### src/rtl/wt_dcache_inval_ctrl_pkg.sv
// Cache geometry constants and the invalidation sequencer state type.
// ariane_pkg carries core-wide cache geometry; wt_cache_pkg the write-through dcache specifics.
package ariane_pkg;
  localparam int unsigned DCACHE_SET_ASSOC = 8;
endpackage

package wt_cache_pkg;
  localparam int unsigned DCACHE_NUM_WORDS    = 256;
  localparam int unsigned DCACHE_CL_IDX_WIDTH = $clog2(DCACHE_NUM_WORDS);

  typedef enum logic [1:0] {
    IDLE,
    FLUSH,
    INVAL,
    DONE
  } inval_state_e;
endpackage

### src/rtl/wt_dcache_inval_ctrl.sv
// Invalidation sequencer for the write-through dcache: clears valid bits either by
// walking every set (flush) or for selected ways of a single set.
module wt_dcache_inval_ctrl
  import wt_cache_pkg::*;
#(
  parameter int unsigned NumWays  = ariane_pkg::DCACHE_SET_ASSOC,
  parameter int unsigned NumSets  = DCACHE_NUM_WORDS,
  parameter int unsigned IdxWidth = $clog2(NumSets)
) (
  input  logic                clk_i,
  input  logic                rst_ni,
  input  logic                flush_i,
  output logic                flush_ack_o,
  input  logic                inval_vld_i,
  input  logic [IdxWidth-1:0] inval_idx_i,
  input  logic [NumWays-1:0]  inval_way_i,
  output logic                inval_ack_o,
  output logic                wr_cl_vld_o,
  input  logic                wr_cl_gnt_i,
  output logic [NumWays-1:0]  wr_cl_we_o,
  output logic [IdxWidth-1:0] wr_cl_idx_o,
  output logic [NumWays-1:0]  wr_vld_bits_o,
  output logic                busy_o
);

  localparam logic [IdxWidth-1:0] LastIdx = IdxWidth'(NumSets - 1);

  inval_state_e        state;
  logic [IdxWidth-1:0] cnt;
  logic [IdxWidth-1:0] idx_q;
  logic [NumWays-1:0]  way_q;

  always_ff @(posedge clk_i) begin
    if (!rst_ni) begin
      state <= IDLE;
      cnt   <= '0;
      idx_q <= '0;
      way_q <= '0;
    end else begin
      unique case (state)
        IDLE: begin
          // Flush wins over a concurrent single-set request; the latter waits in IDLE.
          if (flush_i) begin
            state <= FLUSH;
            cnt   <= '0;
          end else if (inval_vld_i && (|inval_way_i)) begin
            state <= INVAL;
            idx_q <= inval_idx_i;
            way_q <= inval_way_i;
          end
        end
        FLUSH: begin
          if (wr_cl_gnt_i) begin
            if (cnt == LastIdx) begin
              state <= DONE;
            end else begin
              cnt <= cnt + 1'b1;
            end
          end
        end
        INVAL: begin
          if (wr_cl_gnt_i) begin
            state <= IDLE;
          end
        end
        DONE: begin
          state <= IDLE;
        end
        default: begin
          state <= IDLE;
        end
      endcase
    end
  end

  // Write-port signals decode from registered state only, so they hold while ungranted.
  assign wr_cl_vld_o   = (state == FLUSH) || (state == INVAL);
  assign wr_cl_idx_o   = (state == FLUSH) ? cnt :
                         (state == INVAL) ? idx_q : '0;
  assign wr_cl_we_o    = (state == FLUSH) ? {NumWays{1'b1}} :
                         (state == INVAL) ? way_q : '0;
  assign wr_vld_bits_o = '0;

  assign flush_ack_o = (state == DONE);
  // An empty way mask needs no write and is acknowledged straight from IDLE.
  assign inval_ack_o = ((state == INVAL) && wr_cl_gnt_i) ||
                       ((state == IDLE) && !flush_i && inval_vld_i && !(|inval_way_i));
  assign busy_o      = (state != IDLE);

endmodule

### config.mk
export PLATFORM = sky130hd
export DESIGN_NAME = wt_dcache_inval_ctrl
export DESIGN_NICKNAME = d
export VERILOG_FILES = /design/src/rtl/wt_dcache_inval_ctrl_pkg.sv /design/src/rtl/wt_dcache_inval_ctrl.sv
export SDC_FILE = /design/constraint.sdc
export NUM_CORES = 1
export LEC_CHECK = 0
export BUFFER_PORTS_ARGS = -buffer_cell sky130_fd_sc_hd__buf_2
export CAP_MARGIN = 10
export CORE_ASPECT_RATIO = 1.1
export CORE_UTILIZATION = 40
export DETAILED_ROUTE_END_ITERATION = 6
export PLACE_DENSITY = 0.68
export SLEW_MARGIN = 30
export SYNTH_ARGS = -nofsm -noshare
export SYNTH_HDL_FRONTEND = slang
export SYNTH_SLANG_ARGS = --single-unit
### constraint.sdc
create_clock -name clk_i -period 1.7 [get_ports clk_i]
set_clock_uncertainty 0.15 [all_clocks]
set_input_delay 0.34 -clock clk_i [delete_from_list [all_inputs] [get_ports clk_i]]
set_output_delay 0.34 -clock clk_i [all_outputs]
set_load 0.01 [all_outputs]
==> impl_metrics.toml <==
[detailed_routing]
detail-route-antenna-nets = 0
first_pass_iters = 4
drt_iter0_markers = 98
wl_per_cell_um = 13.28
drt_wl_total_mm = 4.211
drc_errors = 0
detail_route.vias_per_cell = 5.054
dr_total_vias = 1602

[place]
dpl.hpwl_mm = 3.051
routabilityCongestion = 0.8412
io_buffers = 40
pre_cts_ws_ns = -0.1106

[layout]
n_fill_cell = 336
drive_above_1_share_pct = 46.44
final_nets = 294
fin_util_pct = 64.81
syn2layout_area_growth_pct = 53.01
n_antenna_cell = 0

[yosys]
netlist-cell-type-count = 39
postSynthAreaPerCell_sq_um = 8.169
synth_cells = 191
yosys.area.top_type = "dfxtp_1"
synth_area_leaders = "dfxtp_1 33%, mux2i_1 11%, nand2_1 9.1%, nor2_1 4.3%, ha_1 4.0%"
ys.flop_type = "dfxtp_1"
yosysMostFrequentCell = "nand2_1"
synth_top_area_share_pct = 33.36
synth-edff-count = 0
syn-cell-area_sq_mm = 0.001560
async_flop_share_pct = 0
ys_seq_area_share_pct = 33.36
synth_seq_cells = 26
synth_commonest_cells = "38 x nand2_1, 26 x dfxtp_1, 18 x nor2_1, 17 x mux2i_1, 12 x a21oi_1"
ys_warn_count = 0

[setup_path]
crit_path_start_kind = "register"
setup.worst_path.class = "register to output port"
crit_fanout = 6
worstPathRequired_ns = 1.21
worst_setup_path_end_kind = "output port"
cp.arrival_ns = 1.39
timing.reg2reg.setup_slack_ns = -0.14

[sta]
hold_viol = 0
min_period_over_period_pct = 110.6
finalHoldWorstSlack_ns = 0.1400
min_period_ns = 1.880
final.setup.tns_ns = -4.533
slew_viol_final = 0
fmax_mhz = 531.9
setup_viol = 42
rsz0062_at_grt = "true"
fin_ws_ns = -0.1801

[power_and_ir_drop]
power_density_mw_per_mm2 = 1320
power.leakage_nw = 1.040
ir_drop_v = 0.0008811

[cts]
cts.path.max_buffers = 2
ctsHoldBuffers = 0
tritoncts = "yes"
clk_pin_slew_ns = 0.10
cts_root_buf = "clkbuf_8"
numCtsBuffers = 3
clkSinkCount = 26
insertion_delay_ns = 0.28
h-tree-depth = 1

[floorplan]
die_w_um = 61.55
dieArea_sq_mm = 0.004155
rows = 23
coreArea_sq_mm = 0.003684
ios = 49
start_util_pct = 42.36
die_h_um = 67.51

[job]
cap_violations = 0

[global_route]
gr-total-overflow = 0
grt_use_met1_pct = 27.73
grt_pass1_vias = 1431
antenna_found_initial = 0
grt_pass1_wl_mm = 6.472
busiest_layer = "met2"
grtUsageMet3_pct = 2.874
grt_max_degree = 16
grt_use_met2_pct = 34.41
grt_usage_pct = 21.28

[run_status]
violations = "negative setup slack"
status = "complete, but fails checks"

[worst_hold_path]
hold_path.class = "input port to register"
cells in the final DEF (no fill, tap or decap), types with 8 or more instances in the layout:
| master | n |
|---|---|
| a21oi_1 | 9 |
| buf_2 | 37 |
| buf_4 | 32 |
| buf_6 | 12 |
| conb_1 | 8 |
| dfxtp_1 | 24 |
| mux2i_1 | 17 |
| nand2_1 | 31 |
| nor2_1 | 18 |
| o21ai_1 | 10 |
layout make-up:
| cell class | instances | area, sq um | share of cell area (%) |
|---|---|---|---|
| clock buffers | 3 | 41.29 | 1.730 |
| clock inverters | 1 | 30.03 | 1.258 |
| inverters | 5 | 27.53 | 1.153 |
| multi-input cells | 149 | 1100 | 46.07 |
| flip-flops and latches | 26 | 525.5 | 22.01 |
| well taps | 50 | 62.56 | 2.621 |
| repair buffers | 83 | 600.6 | 25.16 |
power breakdown:
group,total (mW),switching (mW),internal (mW)
registers,0.746,0.0612,0.685
clock network,0.529,0.213,0.316
logic,1.88,0.883,0.993
total,3.15,1.16,1.99
timing repair:
| action | in CTS | in global routing |
|---|---|---|
| endpoints found under the setup margin | 30 | 44 |
| resized for setup | 28 | 23 |
| pin swaps | 15 | 14 |
| buffers inserted | 7 | 4 |
final timing paths:
path                    startpoint               endpoint  depth (start not counted)
min                 inval_idx_i[5]  idx_q[5]$_SDFFE_PN0P_                          3
max          state[1]$_SDFFE_PN0P_         wr_cl_idx_o[3]                          5
max reg2reg  state[1]$_SDFFE_PN0P_    cnt[6]$_SDFFE_PN0P_                          7
min reg2reg  idx_q[4]$_SDFFE_PN0P_  idx_q[4]$_SDFFE_PN0P_                          2
metal layers:
layer,up-vias,wire [um]
met5,-,0
met2,44,2150
met1,752,1824
met4,0,69
met3,4,167
li1,802,-
flip-flops by register name, indices dropped and copies added, names as in the netlist:
register  flops
way_q         8
cnt           8
state         2
idx_q         8
through the flow:
step	cell area (sq um)	total power [mW]	cells
floorplan	1615	1.556	198
global placement	2026	2.086	302
detailed placement	2026	2.107	302
CTS	2255	2.900	313
global route	2387	3.320	317
finish	2387	3.151	317
worst max-delay path: stages (launching register included):
cell,delay (ns)
dfxtp_2,0.35
buf_6,0.12
ha_4,0.16
buf_6,0.13
a31o_4,0.24
buf_6,0.11
cell families (layout without fill, tap and decap cells):
kind of cell	after synthesis	after routing	synth area share, %
other	1	8	0.2403
AND/OR/NAND/NOR	82	82	26.22
flip-flops	26	26	33.36
multiplexers	20	20	13.47
adder cells (fa/ha/maj)	5	5	4.010
buffers and inverters	23	92	8.420
AO/OA/AOI/OAI	34	34	14.27
No activity file was read; power rests on OpenSTA's default activity.
